File: config.mk
export PLATFORM = sky130hd
export DESIGN_NAME = controle_varredura_pwm_flat
export DESIGN_NICKNAME = d
export VERILOG_FILES = /design/src/rtl/varredura_pwm_pkg.sv /design/src/rtl/controle_varredura_pwm_if.sv /design/src/rtl/controle_varredura_pwm_contador.sv /design/src/rtl/controle_varredura_pwm.sv /design/src/flat_wrapper.sv
export SDC_FILE = /design/constraint.sdc
export NUM_CORES = 1
export LEC_CHECK = 0
export BUFFER_PORTS_ARGS = -buffer_cell sky130_fd_sc_hd__clkbuf_2
export CELL_PAD_IN_SITES_DETAIL_PLACEMENT = 1
export CELL_PAD_IN_SITES_GLOBAL_PLACEMENT = 1
export CORE_UTILIZATION = 41
export CTS_CLUSTER_DIAMETER = 80
export DETAILED_ROUTE_END_ITERATION = 8
export GPL_ROUTABILITY_DRIVEN = 1
export PLACE_DENSITY = 0.72
export SLEW_MARGIN = 30
export SYNTH_ARGS = -nofsm -noshare
export SYNTH_HDL_FRONTEND = slang
export SYNTH_HIERARCHICAL = 1
export SYNTH_SLANG_ARGS = --single-unit
File: constraint.sdc
create_clock -name clock -period 2.5 [get_ports clock]
set_input_delay 0.5 -clock clock [delete_from_list [all_inputs] [get_ports clock]]
set_output_delay 0.5 -clock clock [all_outputs]
set_load 0.01 [all_outputs]
File: src/rtl/varredura_pwm_pkg.sv
// Shared encodings for the servo sweep sequencer:
// FSM states, position selects and sweep direction.
package varredura_pwm_pkg;

  typedef enum logic [2:0] {
    INICIAL = 3'd0,
    PREPARA = 3'd1,
    ESPERA  = 3'd2,
    PROXIMA = 3'd3,
    FIM     = 3'd4
  } estado_t;

  localparam logic [1:0] POS_00 = 2'b00;
  localparam logic [1:0] POS_01 = 2'b01;
  localparam logic [1:0] POS_10 = 2'b10;
  localparam logic [1:0] POS_11 = 2'b11;

  typedef enum logic {
    SUBIDA  = 1'b0,
    DESCIDA = 1'b1
  } sentido_t;

endpackage

File: src/rtl/controle_varredura_pwm_if.sv
// Control/status bundle between the top-level control
// and the sweep sequencer.
interface controle_varredura_pwm_if;

  logic       iniciar;
  logic       parar;
  logic [1:0] largura;
  logic       ativo;
  logic       fim;
  logic [2:0] db_estado;

  modport master (
    output iniciar,
    output parar,
    input  largura,
    input  ativo,
    input  fim,
    input  db_estado
  );

  modport slave (
    input  iniciar,
    input  parar,
    output largura,
    output ativo,
    output fim,
    output db_estado
  );

endinterface

File: src/rtl/controle_varredura_pwm_contador.sv
// Modulo-CONF_DWELL dwell counter with a registered
// end-of-count flag aligned to the last count.
module contador_dwell #(
  parameter int CONF_DWELL = 25_000_000
) (
  input  logic clock,
  input  logic reset,
  input  logic zera,
  input  logic conta,
  output logic fim_contagem
);

  localparam int W = $clog2(CONF_DWELL + 1);
  localparam logic [W-1:0] ULTIMO = W'(CONF_DWELL - 1);
  localparam logic [W-1:0] UM = W'(1);

  logic [W-1:0] r_cnt;
  logic [W-1:0] w_prox;
  logic         r_fim;

  always_comb begin
    w_prox = r_cnt;
    if (zera) begin
      w_prox = '0;
    end else if (conta) begin
      w_prox = (r_cnt == ULTIMO) ? '0 : r_cnt + UM;
    end
  end

  // Flag compares the value being loaded, so it is high
  // during the very cycle the counter holds ULTIMO.
  always_ff @(posedge clock) begin
    if (reset) begin
      r_cnt <= '0;
      r_fim <= 1'b0;
    end else begin
      r_cnt <= w_prox;
      r_fim <= (w_prox == ULTIMO);
    end
  end

  assign fim_contagem = r_fim;

endmodule

File: src/rtl/controle_varredura_pwm.sv
// Servo sweep sequencer driving circuito_pwm.largura.
// Define VARREDURA_CONTINUA_EN for an endless sweep.
module controle_varredura_pwm
  import varredura_pwm_pkg::*;
#(
  parameter int CONF_DWELL = 25_000_000
) (
  input logic              clock,
  input logic              reset,
  controle_varredura_pwm_if.slave bus
);

  estado_t    r_estado, w_prox_estado;
  sentido_t   r_sentido, w_prox_sentido;
  logic [1:0] r_largura, w_prox_largura;
  logic       r_ativo, w_prox_ativo;
  logic       r_fim, w_prox_fim;
  logic       w_zera;
  logic       w_conta;
  logic       w_fim_contagem;

  assign w_conta = (r_estado == ESPERA);
  assign w_zera  = ~w_conta | bus.parar;

  contador_dwell #(
    .CONF_DWELL (CONF_DWELL)
  ) u_contador (
    .clock        (clock),
    .reset        (reset),
    .zera         (w_zera),
    .conta        (w_conta),
    .fim_contagem (w_fim_contagem)
  );

  always_ff @(posedge clock) begin
    if (reset) begin
      r_estado  <= INICIAL;
      r_sentido <= SUBIDA;
      r_largura <= POS_00;
      r_ativo   <= 1'b0;
      r_fim     <= 1'b0;
    end else begin
      r_estado  <= w_prox_estado;
      r_sentido <= w_prox_sentido;
      r_largura <= w_prox_largura;
      r_ativo   <= w_prox_ativo;
      r_fim     <= w_prox_fim;
    end
  end

  always_comb begin
    w_prox_estado  = r_estado;
    w_prox_sentido = r_sentido;
    w_prox_largura = r_largura;
    w_prox_ativo   = r_ativo;
    w_prox_fim     = 1'b0;
    if (bus.parar && r_estado != INICIAL) begin
      w_prox_estado  = INICIAL;
      w_prox_largura = POS_00;
      w_prox_ativo   = 1'b0;
    end else begin
      unique case (r_estado)
        INICIAL: begin
          if (bus.iniciar && !bus.parar) begin
            w_prox_estado  = PREPARA;
            w_prox_sentido = SUBIDA;
            w_prox_largura = POS_00;
            w_prox_ativo   = 1'b1;
          end
        end
        PREPARA: w_prox_estado = ESPERA;
        // Step is computed at dwell end so the new width
        // is already registered while in PROXIMA.
        ESPERA: begin
          if (w_fim_contagem) begin
            w_prox_estado = PROXIMA;
            if (r_sentido == SUBIDA) begin
              if (r_largura == POS_11) begin
                w_prox_sentido = DESCIDA;
                w_prox_largura = POS_10;
              end else begin
                w_prox_largura = r_largura + 2'd1;
              end
            end else if (r_largura != POS_00) begin
              w_prox_largura = r_largura - 2'd1;
            end else begin
`ifdef VARREDURA_CONTINUA_EN
              w_prox_sentido = SUBIDA;
              w_prox_largura = POS_01;
              w_prox_fim     = 1'b1;
`else
              w_prox_estado  = FIM;
              w_prox_largura = POS_00;
              w_prox_ativo   = 1'b0;
              w_prox_fim     = 1'b1;
`endif
            end
          end
        end
        PROXIMA: w_prox_estado = ESPERA;
        FIM:     w_prox_estado = INICIAL;
        default: begin
          w_prox_estado  = INICIAL;
          w_prox_largura = POS_00;
          w_prox_ativo   = 1'b0;
        end
      endcase
    end
  end

  assign bus.largura   = r_largura;
  assign bus.ativo     = r_ativo;
  assign bus.fim       = r_fim;
  assign bus.db_estado = r_estado;

endmodule

File: src/flat_wrapper.sv
// flat-port wrapper written by rule: the top's interface ports become plain ports
module controle_varredura_pwm_flat import varredura_pwm_pkg::*;
#(
  parameter int CONF_DWELL = 25_000_000
)
  (clock, reset, bus_iniciar, bus_parar, bus_largura, bus_ativo, bus_fim, bus_db_estado);
  controle_varredura_pwm_if bus_i ();
  input logic clock;
  input logic reset;
  input wire logic [$bits(bus_i.iniciar)-1:0] bus_iniciar;
  input wire logic [$bits(bus_i.parar)-1:0] bus_parar;
  output wire logic [$bits(bus_i.largura)-1:0] bus_largura;
  output wire logic [$bits(bus_i.ativo)-1:0] bus_ativo;
  output wire logic [$bits(bus_i.fim)-1:0] bus_fim;
  output wire logic [$bits(bus_i.db_estado)-1:0] bus_db_estado;
  assign bus_i.iniciar = bus_iniciar;
  assign bus_i.parar = bus_parar;
  assign bus_largura = bus_i.largura;
  assign bus_ativo = bus_i.ativo;
  assign bus_fim = bus_i.fim;
  assign bus_db_estado = bus_i.db_estado;
  controle_varredura_pwm #(.CONF_DWELL(CONF_DWELL)) u_core (.clock(clock), .reset(reset), .bus(bus_i));
endmodule
# Word level (Yosys, flattened, before mapping)
# Index checks and enable logic that the tools add are counted.
[totals]
ff_bits = 34
latch_bits = 0
ram_bits = 0
mem_bits_ro = 0
in_bits = 4
word_cells = 67
n_memories = 0
[op_classes]
addsub = 3
n_mul = 0
n_div = 0
order_cmp = 0
eq_ne = 11
shift = 0
n_mux = 25
bitwise = 6
reduce_logical = 15
[op_table]
columns = ["op", "n"]
rows = [
  ["25-bit 2-to-1 mux", 3],
  ["25-bit == test (second input constant)", 2],
  ["25-bit by 1-bit adder with 25-bit output (second input constant)", 1],
  ["3-bit 2-to-1 mux", 4],
  ["2-bit 2-to-1 mux", 5],
  ["1-bit 2-to-1 mux", 9],
  ["3-bit case mux with 3 select lines", 1],
  ["3-bit by 2-bit == test with 1-bit output (second input constant)", 2],
  ["2-bit case mux with 3 select lines", 1],
  ["1-bit inverter", 5],
  ["5-bit AND reduction", 1],
  ["5-bit OR reduction", 1],
  ["2-bit by 1-bit != test with 1-bit output (second input constant)", 2],
  ["2-bit != test (second input constant)", 2],
  ["4-bit AND reduction", 1],
  ["2-bit nonzero test", 2],
  ["2-bit OR reduction", 2],
  ["3-bit by 1-bit == test with 1-bit output (second input constant)", 1],
  ["3-bit == test (second input constant)", 1],
  ["3-bit zero test", 1],
  ["1-bit case mux with 3 select lines", 1],
  ["3-bit AND reduction", 1],
  ["3-bit nonzero test", 1],
  ["3-bit OR reduction", 1],
  ["8 further kinds", 9],
]

# Depth between registers and ports, before layout
# Gate-level depths: netlist of the first run.
[logic_depth]
word_depth = 5
ltp_mapped = 10
depth_no_buf = 8

# Cells and area by module
# Netlist of the first run, hierarchy kept.
[modules_own_cells]
columns = ["mod", "n_inst", "cells_each", "area_each_um2"]
rows = [
  ["contador_dwell", 1, 176, 1503.9],
  ["controle_varredura_pwm", 1, 52, 412.9],
]

# Worst setup path before layout of the first run
# Ideal clock, no wire load.
[synth_path]
kind = "register -> register"
from = "register u_core.r_estado[2] (netlist: u_core/bus.db_estado[2])"
to = "register u_core.u_contador.r_fim (netlist: u_core/u_contador/fim_contagem)"
setup_time_ps = 88
arrival_ps = 2531
slack_ps = -119
stages_incl_launch_ff = 10
n_path_buf = 1
cell_sequence = "dfxtp_1 nor2_1 and2_2 buf_6 nand3_4 nor3_4 nand4_1 xor2_1 or4b_1 nor4_2"
[synth_via]
elab_chain_len = 5
[synth_lines]
columns = ["element", "line", "rtl"]
rows = [
  ["start: declaration", "controle_varredura_pwm.sv:13", "estado_t r_estado, w_prox_estado;"],
  ["start signal: assignment", "controle_varredura_pwm.sv:43", "r_estado <= w_prox_estado;"],
  ["3-bit by 2-bit == test with 1-bit output (*)", "controle_varredura_pwm.sv:22", "assign w_conta = (r_estado == ESPERA);"],
  ["named net u_core.w_conta", "controle_varredura_pwm.sv:19", "logic w_conta;"],
  ["1-bit inverter", "controle_varredura_pwm.sv:23", "assign w_zera = ~w_conta | bus.parar;"],
  ["1-bit bitwise OR", "controle_varredura_pwm.sv:23", ""],
  ["25-bit 2-to-1 mux (*)", "controle_varredura_pwm_contador.sv:23", "if (zera) begin"],
  ["25-bit == test (*)", "controle_varredura_pwm_contador.sv:38", "r_fim <= (w_prox == ULTIMO);"],
  ["end signal: assignment", "controle_varredura_pwm_contador.sv:38", ""],
  ["end: declaration", "controle_varredura_pwm_contador.sv:19", "logic r_fim;"],
]
# The timed path passes the listed nets; every way through them passes the cells marked *.
# A chain may end at the register's enable or synchronous reset.

# Worst setup path after layout of the first run
[layout_path]
from = "register u_core.r_estado[0] (netlist: u_core/bus.db_estado[0])"
to = "register u_core.u_contador.r_fim (netlist: u_core/u_contador/fim_contagem)"
# Same word-level chain as after synthesis.

==> reports/metrics.yaml, run 1 <==
synth:
  synth_nets: 233
  ys_seq_elements: 34
  synth_cell_type_count: 52
  synthArstFlopShare_pct: 0
  syn_inst: 228
  synth-edff-count: 0
  ys.flop_type: "dfxtp_1"
  seq_area_frac_synth_pct: 35.5
  yosysWarnings: 6
  synth_area_sq_mm: 0.00192
  syn_area_per_cell_sq_um: 8.41
power_and_ir_drop:
  max-vdd-ir-drop_mv: 0.254
  power.leakage_nw: 0.745
  power_density_mw_per_mm2: 579
critical_path:
  cp-start-kind: "flip-flop"
  crit_type: "flip-flop to flip-flop"
  worstPathMaxFanout: 6
  arrival_ps: 2500
  end_kind: "flip-flop"
  r2r_cells: 9
  cp.required_ps: 2710
floorplanning:
  core_sq_mm: 0.00441
  die_area_sq_mm: 0.00495
  die_w_um: 70.4
  die_h_um: 70.4
  io_pins: 11
  initial_core_util_pct: 43.4
  row_count: 24
hold_path:
  min_path_cells: 2
  min_path_type: "flip-flop to flip-flop"
grt:
  grt_pass1_vias: 1654
  grt_usage_pct: 21.4
  overflow: 0
  antenna_found_initial: 0
  grt_pass1_wl_um: 8290
  grt_max_degree: 11
timing:
  period_share_pct: 91.8
  final_hold_viol_count: 0
  fmax_mhz: 436
  slew-limit-headroom_pct: 68.9
  finalSetupViolCount: 0
  setup_tns_ps: 0
  period_needed_ps: 2300
  slew_violations: 0
  tightestPinTransition_ps: 460
  rsz0062_at_grt: "false"
  fin_skew_ps: 8.54
place:
  globalplace.congestion: 0.792
  io_buffers: 10
  post_dp_cell_area_sq_mm: 0.00206
  hpwlAfterDp_um: 3700
  dp_cells: 293
routing:
  via_per_inst: 5.63
  drtIter0Drc: 93
  via_count: 1696
  wl_um: 4850
  wl_per_cell_um: 16.1
  first_pass_iters: 4
  drc: 0
  ant_nets: 0
clocking:
  cts.sinks: 34
  clk_pin_slew_ps: 70
  cts_setup_buffers: 0
  cts-buffers-inserted: 5
  cts-root-buf: "clkbuf_8"
  hold_buffers: 0
  cts-resized-gates: 0
  cts.path.max_buffers: 2
  clk_latency_ps: 290
  cts_tree: "done"
  htreeDepth: 2
cells_and_area:
  drive_above_1_share_pct: 18.1
  multiInputGateArea_sq_mm: 0.00112
  fin_cells: 301
  register_area_sq_um: 681
  fin_area_sq_mm: 0.00217
  nFillCells: 537
  area_growth_pct: 13.0
  nets: 253
  antenna_cells: 0
status:
  status: "completed"
flow_run:
  maxCapViolCount: 0
-- cells in the mapped netlist (2+ instances only) --
master | instances | area, sq um
buf_2 | 2 | 10.0
inv_1 | 8 | 30.0
nor3_1 | 6 | 30.0
nor2_1 | 36 | 135
nand4_2 | 2 | 25.0
o21ai_0 | 4 | 20.0
and4_1 | 5 | 43.8
a31oi_1 | 3 | 18.8
or4b_1 | 2 | 20.0
nor4b_1 | 2 | 17.5
o21a_1 | 2 | 15.0
buf_6 | 6 | 67.6
o211ai_1 | 2 | 15.0
nand3_1 | 7 | 35.0
xnor2_1 | 11 | 96.3
nand4_1 | 12 | 75.1
nor4_1 | 6 | 37.5
nor3b_1 | 3 | 22.5
and2_1 | 2 | 12.5
a21oi_1 | 7 | 35.0
xor2_1 | 13 | 114
dfxtp_1 | 34 | 681
nand2_1 | 19 | 71.3
clkbuf_1 | 3 | 11.3
and3_1 | 4 | 25.0
-- metal layers --
| metal | vias to the layer above | GRT usage [%] | wire length [um] |
|---|---|---|---|
| met5 | - | 0 | 0 |
| met4 | 0 | 7.78 | 72 |
| met3 | 8 | 4.33 | 123 |
| met2 | 18 | 33.5 | 2280 |
| met1 | 824 | 28.9 | 2370 |
| li1 | 846 | - | - |
-- flip-flops by register name (all words and copies together) (netlist names) --
signal	cells
u_core/r_sentido	1
u_core/bus.fim	1
u_core/bus.ativo	1
u_core/bus.largura	2
u_core/u_contador/r_cnt	25
u_core/bus.db_estado	3
u_core/u_contador/fim_contagem	1
-- metrics by stage --
stage / power, mW / hold slack, ps / setup WS [ps] / util (%)
5_1_grt: 1.31 / 518 / 39.3 / 49.1
3_5_place_dp: 0.788 / 490 / 249 / 46.6
6_report: 1.25 / 495 / 205 / 49.1
3_3_place_gp: 0.784 / 483 / 294 / 46.6
4_1_cts: 1.27 / 500 / 216 / 49.1
2_1_floorplan: 0.731 / 471 / 42.3 / -
-- power breakdown --
part | switching, mW | total [mW] | internal, mW
registers | 0.0200 | 0.579 | 0.559
logic | 0.114 | 0.196 | 0.0825
clock network | 0.200 | 0.478 | 0.278
total | 0.334 | 1.25 | 0.920
-- cells in the final DEF (no fill, tap or decap), drive strengths merged, types with 2 or more instances in the layout --
cell type and n:
and4 5, nor4 7, o21a 2, nand2 19, buf 14, dfxtp 34, clkbuf 18, o211ai 2
a21oi 8, nor4b 2, inv 8, o21ai 4, and3 5, nor3 8, or4b 2, nand4 14
nand3 8, xor2 13, nor3b 3, nor2 38, xnor2 11, a31oi 3, and2 3
-- worst paths after layout --
path	slack, ps	endpoint	startpoint
hold reg to reg	490	u_core/bus.ativo	u_core/bus.ativo
setup / recovery	200	u_core/u_contador/fim_contagem	u_core/bus.db_estado[0]
setup reg to reg	200	u_core/u_contador/fim_contagem	u_core/bus.db_estado[0]
hold / removal	490	u_core/bus.ativo	u_core/bus.ativo
-- worst max-delay path, cell delays in order (launching register included) --
cell	delay, ps
dfxtp_1	390
nor2_4	110
and2_2	230
nand4_1	220
nor3_1	410
buf_4	220
nand2_1	70
xnor2_1	170
nand4b_1	190
nor4_2	210
-- logic make-up (layout without fill, tap and decap cells) --
family	count (synthesis)	in the layout	synth area share (%)
xor gates and xnor gates	24	24	11.0
DFF	34	34	35.5
buffers and inverters	19	40	6.20
muxes	2	2	1.11
AOI/OAI and AO/OA	28	28	9.86
adders and majority gates	1	1	0.653
and+or+nand+nor	120	120	35.7
-- area by class of cell --
class / instances / share of cell area [%]
clock buffer: 8 / 5.08
inverter: 8 / 1.39
multi-input combinational: 175 / 51.9
sequential: 34 / 31.4
tap: 52 / 3.00
timing repair buffer: 24 / 7.16
Note: power is estimated with default switching activity, not from simulation.
==> run 2, diff against run 1 <==
Settings changed: MAX_ROUTING_LAYER set to met4, REMOVE_ABC_BUFFERS set to 1.
==> run 2 against run 1 <==
Net effect:
- clock power is 22% lower
- largest cell class unchanged
- total power is 7.9% lower
- via count is 1.5% lower
- cell count is 0.33% lower
- critical path depth is 2 lower
- first-iteration DRC count is 8.6% higher
- register-to-register slack hardly changed
- largest power group unchanged
- combinational power is 5% higher
- sequential cell count stayed put
- fmax is 0.35% lower
- cell area is 1.7% lower
- highest routed layer unchanged
- routed wire length is 2.2% lower
==> reports/metrics.yaml, run 2 (synthesis gave the netlist of run 1 again) <==
routing:
  ant_nets: 0  # unchanged
  drtIter0Drc: 101  # +8.6%
  wl_per_cell_um: 15.8  # -1.9%
  drc: 0  # unchanged
  first_pass_iters: 4  # unchanged
  via_per_inst: 5.57  # -1.1%
  via_count: 1671  # -1.5%
  wl_um: 4740  # -2.2%
cells_and_area:
  register_area_sq_um: 681  # unchanged
  area_growth_pct: 11.1
  final_cell_mix: "nor2_1, dfxtp_1, nand2_1, buf_4, xor2_1"
  multiInputGateArea_sq_mm: 0.00112  # -0.22%
  nets: 253  # unchanged
  largest_reg_flops: 25  # unchanged
  drive_above_1_share_pct: 16.9  # -1.1 points
  fin_cells: 300  # -0.33%
  nFillCells: 552  # +2.8%
  top_register: "u_core/u_contador/r_cnt"
  antenna_cells: 0  # unchanged
  final_common_cell: "nor2_1"
hold_path:
  min_to: "u_core/bus.ativo"
  min_path_type: "flip-flop to flip-flop"
  min_path_cells: 2  # unchanged
  hp-start: "u_core/bus.ativo"
clocking:
  cts.path.max_buffers: 2  # unchanged
  clk_latency_ps: 280  # about the same
  cts_setup_buffers: 0  # unchanged
  cts.sinks: 34  # unchanged
  cts-resized-gates: 0  # unchanged
  htreeDepth: 2  # unchanged
  cts-root-buf: "clkbuf_8"
  hold_buffers: 0  # unchanged
  cts_tree: "done"
  cts-buffers-inserted: 5  # unchanged
  clk_pin_slew_ps: 70  # about the same
grt:
  grt_pass1_wl_um: 7950  # -4.1%
  grt_max_degree: 11  # unchanged
  grt_pass1_vias: 1618  # -2.2%
  overflow: 0  # unchanged
  grt_usage_pct: 21.2  # -0.19 points
  antenna_found_initial: 0  # unchanged
place:
  hpwlAfterDp_um: 3670  # -0.67%
  pre_cts_slack_ps: 129  # -120 ps
  dp_cells: 293  # unchanged
  globalplace.congestion: 0.812  # +2.5%
  io_buffers: 10  # unchanged
floorplanning:
  die_h_um: 70.4  # unchanged
  io_pins: 11  # unchanged
  row_count: 24  # unchanged
  die_area_sq_mm: 0.00495  # unchanged
  initial_core_util_pct: 43.4  # unchanged
  die_w_um: 70.4  # unchanged
  core_sq_mm: 0.00441  # unchanged
critical_path:
  end_kind: "flip-flop"
  r2r_cells: 7  # -2
  cp.required_ps: 2690  # -20 ps
  arrival_ps: 2500  # about the same
  regToRegSetupSlack_ps: 200  # about the same
  cp-start-kind: "flip-flop"
  worstPathMaxFanout: 8  # +2
  crit_type: "flip-flop to flip-flop"
  r2r_start: "u_core/u_contador/r_cnt[0]"
  reg2reg_to: "u_core/u_contador/fim_contagem"
timing:
  finalSetupViolCount: 0  # unchanged
  fin_skew_ps: 6.87  # -1.67 ps
  finalWorstSetupSlack_ps: 197  # -7.96 ps
  period_share_pct: 92.1  # +0.32 points
  rsz0062_at_grt: "false"
  tightestPinTransition_ps: 464  # +3.90 ps
  fmax_mhz: 434  # -0.35%
  final_hold_viol_count: 0  # unchanged
  period_needed_ps: 2300  # +7.96 ps
  slew-limit-headroom_pct: 69.1  # +0.17 points
  slew_violations: 0  # unchanged
flow_run:
  maxCapViolCount: 0  # unchanged
status:
  status: "completed"
power_and_ir_drop:
  max-vdd-ir-drop_mv: 0.200  # -21%
  power.leakage_nw: 0.724  # -2.8%
  power_density_mw_per_mm2: 542  # -6.4%
## run 2: layout make-up
class / count / share of cell area, %
clock buffer: 7 / 3.58
sequential: 34 / 32.0
tap: 52 / 3.06
multi-input combinational: 175 / 52.7
inverter: 8 / 1.41
timing repair buffer: 24 / 7.29
## run 2: stage by stage
stage / cell area [sq um] / power, mW / util, % / setup TNS (ps) / hold WS [ps]
6_report: 2130 / 1.15 / 48.2 / 0 / 515
2_1_floorplan: 1830 / 0.706 / - / -97.1 / 471
4_1_cts: 2120 / 1.18 / 48.1 / 0 / 527
3_5_place_dp: 2050 / 0.790 / 46.4 / 0 / 517
5_1_grt: 2130 / 1.22 / 48.2 / 0 / 532
3_3_place_gp: 2050 / 0.785 / 46.4 / 0 / 486
## run 2: worst max path at each step
stage | start | endpoint | slack (ps) | depth (start not counted)
3_5_place_dp | u_core/u_contador/r_cnt[0] | u_core/u_contador/fim_contagem | 130 | 8
6_report | u_core/u_contador/r_cnt[0] | u_core/u_contador/fim_contagem | 200 | 7
3_3_place_gp | u_core/u_contador/r_cnt[0] | u_core/u_contador/fim_contagem | 230 | 8
2_1_floorplan | u_core/bus.db_estado[2] | u_core/u_contador/fim_contagem | -100 | 8
5_1_grt | u_core/u_contador/r_cnt[0] | u_core/u_contador/fim_contagem | 40 | 8
4_1_cts | u_core/u_contador/r_cnt[0] | u_core/u_contador/fim_contagem | 110 | 8
## run 2: power by group
group	internal (mW)	switching [mW]	total (mW)
registers	0.559	0.0141	0.573
clock network	0.192	0.184	0.375
logic	0.0854	0.120	0.206
total	0.836	0.318	1.15
## run 2: routing by layer
metal | vias to the layer above | track usage (%) | wire length [um]
met5 | - | - | 0
met4 | 0 | 7.78 | 62
met3 | 4 | 4.62 | 126
met2 | 19 | 32.7 | 2300
met1 | 803 | 27.2 | 2250
li1 | 845 | - | -
## run 2: worst max-delay path, cell delays in order, from the launching register on
cell     delay, ps
dfxtp_1        510
ha_1           270
and4_1         290
buf_4          150
a41o_1         170
a21oi_1        110
or4b_1         500
nor4_2         240
==> run 3, diff against run 2 <==
Settings changed: PLACE_DENSITY 0.72 to 0.73, SYNTH_HIERARCHICAL 1 to not set.
==> run 3 against run 2 <==
Net effect:
- first-iteration DRC count decreased by 34%
- worst hold slack got worse by 85 ps
- synthesized cell count increased by 0.44%
- non-clock buffer count decreased by 4
- die area decreased by 3.1%
- clock skew decreased by 2.9 ps
- cell count decreased by 1.3%
- critical endpoint is now u_core.u_contador.r_cnt[9]
==> reports/metrics.yaml, run 3 <==
clocking:
  hold_buffers: 0  # unchanged
  cts.sinks: 34  # unchanged
  cts-resized-gates: 0  # unchanged
  cts_setup_buffers: 0  # unchanged
  htreeDepth: 2  # unchanged
  cts.path.max_buffers: 2  # unchanged
  clk_pin_slew_ps: 70  # about the same
  cts_tree: "done"
  cts-buffers-inserted: 5  # unchanged
  clk_latency_ps: 280  # about the same
  cts-root-buf: "clkbuf_8"
critical_path:
  r2r_start: "u_core.u_contador.r_cnt[15]"
  cp-start-kind: "flip-flop"
  arrival_ps: 2350  # -150 ps
  end_kind: "flip-flop"
  worstPathMaxFanout: 16  # +8
  endpoint: "u_core.u_contador.r_cnt[9]"
  crit_type: "flip-flop to flip-flop"
  startpoint: "u_core.u_contador.r_cnt[15]"
  r2r_cells: 6  # -1
  cp.required_ps: 2680  # about the same
  reg2reg_to: "u_core.u_contador.r_cnt[9]"
  regToRegSetupSlack_ps: 320  # +130 ps
timing:
  whs_ps: 430  # -85.1 ps
  rsz0062_at_grt: "false"
  fin_skew_ps: 4.00  # -2.87 ps
  period_needed_ps: 2180  # -126 ps
  slew_violations: 0  # unchanged
  tightestPinTransition_ps: 555  # +90.7 ps
  final_hold_viol_count: 0  # unchanged
  slew-limit-headroom_pct: 62.9  # -6.1 points
  setup_tns_ps: 0  # unchanged
  finalSetupViolCount: 0  # unchanged
  fmax_mhz: 459  # +5.8%
  period_share_pct: 87.1  # -5.0 points
place:
  post_dp_cell_area_sq_mm: 0.00199  # -3.0%
  dp_cells: 288  # -1.7%
  io_buffers: 10  # unchanged
  globalplace.congestion: 0.828  # +2.0%
  hpwlAfterDp_um: 3530  # -3.8%
cells_and_area:
  final_common_cell: "dfxtp_1"
  fin_cells: 296  # -1.3%
  antenna_cells: 0  # unchanged
  area_growth_pct: 12.0
  largest_reg_flops: 25  # unchanged
  nets: 248  # -2.0%
  final_cell_mix: "dfxtp_1, nor2_1, nand2_1, xor2_1"
  drive_above_1_share_pct: 15.2  # -1.8 points
  fin_area_sq_mm: 0.00208  # -2.4%
  top_register: "u_core.u_contador.r_cnt"
synth:
  synth-edff-count: 0  # unchanged
  ys_seq_elements: 34  # unchanged
  syn_inst: 229  # +0.44%
  synthTopCellsByArea: "dfxtp_1, xor2_1, nor2_1, xnor2_1, nand2_1"
  yosysWarnings: 0  # -6
  synth_area_sq_mm: 0.00186  # -3.2%
  yosysMostFrequentCell: "dfxtp_1"
  synth_cell_type_count: 48  # -7.7%
  synth.top_cells.by_count: "dfxtp_1, nor2_1, nand2_1"
  seq_area_frac_synth_pct: 36.7  # +1.2 points
  synth_top_area_share_pct: 36.7  # +1.2 points
  syn_area_per_cell_sq_um: 8.10  # -3.6%
  synth_largest_area_cell: "dfxtp_1"
  ys.flop_type: "dfxtp_1"
  synthArstFlopShare_pct: 0  # unchanged
routing:
  met3_length_um: 145  # +15%
  drtIter0Drc: 67  # -34%
  wl_per_cell_um: 15.7  # -0.66%
  via_per_inst: 5.73  # +2.8%
  ant_nets: 0  # unchanged
  wl_um: 4640  # -2.0%
  dr_wl_met2_um: 2240  # -2.4%
  drc: 0  # unchanged
  highest_layer: "met4"
  first_pass_iters: 4  # unchanged
  wl_met1_um: 2190  # -2.7%
  via_count: 1695  # +1.4%
floorplanning:
  die_area_sq_mm: 0.00480  # -3.1%
  die_h_um: 69.3  # -1.6%
  initial_core_util_pct: 42.6  # -0.81 points
  core_sq_mm: 0.00435  # -1.4%
  io_pins: 11  # unchanged
  die_w_um: 69.3  # -1.6%
  row_count: 24  # unchanged
grt:
  grt_max_degree: 17  # +6
  grt_usage_pct: 22.0  # +0.81 points
  overflow: 0  # unchanged
  grt_pass1_vias: 1723  # +6.5%
  grt_pass1_wl_um: 8160  # +2.7%
  antenna_found_initial: 0  # unchanged
status:
  status: "completed"
power_and_ir_drop:
  power_density_mw_per_mm2: 501  # -7.5%
  max-vdd-ir-drop_mv: 0.264  # +32%
  power.leakage_nw: 0.666  # -8.0%
hold_path:
  min_path_type: "primary input to flip-flop"
flow_run:
  maxCapViolCount: 0  # unchanged
[run 3: cells by family (layout without fill, tap and decap cells)]
logic type / count (synthesis) / in the layout / share of synthesized area (%)
compound gates: 29 / 29 / 10.8
xor+xnor: 24 / 24 / 11.3
fa+ha+maj: 1 / 1 / 0.674
buf+inv: 19 / 34 / 4.38
flops: 34 / 34 / 36.7
mux: 1 / 1 / 0.539
simple gates: 121 / 121 / 35.6
[run 3: worst min path at each step]
| stage | startpoint | endpoint | slack [ps] | cells past startpoint |
|---|---|---|---|---|
| 2_1_floorplan | u_core.u_contador.r_cnt[0] | u_core.u_contador.r_cnt[0] | 450 | 1 |
| 3_3_place_gp | u_core.u_contador.r_cnt[0] | u_core.u_contador.r_cnt[0] | 470 | 1 |
| 3_5_place_dp | u_core.u_contador.r_cnt[0] | u_core.u_contador.r_cnt[0] | 490 | 1 |
| 4_1_cts | reset | u_core.r_sentido | 420 | 2 |
| 5_1_grt | reset | u_core.r_sentido | 420 | 2 |
| 6_report | reset | u_core.r_sentido | 430 | 2 |
[run 3: cell type report]
cell class,instances,area (sq um)
fill,541,2280
multi-input combinational,176,1090
sequential,34,681
timing repair buffer,20,125
clock buffer,7,86.3
tap,52,65.1
inverter,6,22.5
clock inverter,1,5.00
[run 3: metrics by stage]
step	power [mW]	setup WS [ps]	utilization (%)
after global routing	1.08	187	47.7
after detailed placement	0.635	334	45.6
after floorplan	0.603	207	-
final	1.04	323	47.7
after global placement	0.633	360	45.6
after CTS	1.05	324	47.7
[run 3: critical path: stages, from the launching register on]
cell and delay, ps:
dfxtp_1 360, or4b_2 680, nor4_1 370, a21oi_1 150
nand2b_1 170, buf_4 250, nor2_1 70
[run 3: power by group]
part	total [mW]	switching (mW)	internal, mW
Sequential	0.553	0.00584	0.548
Clock	0.420	0.198	0.222
Combinational	0.0684	0.0406	0.0278
Total	1.04	0.244	0.797
[run 3: layer usage]
layer / up-vias / track usage [%]
met3: 7 / 4.65
li1: 830 / -
met4: 0 / 6.12
met5: - / -
met1: 831 / 26.9
met2: 27 / 36.7
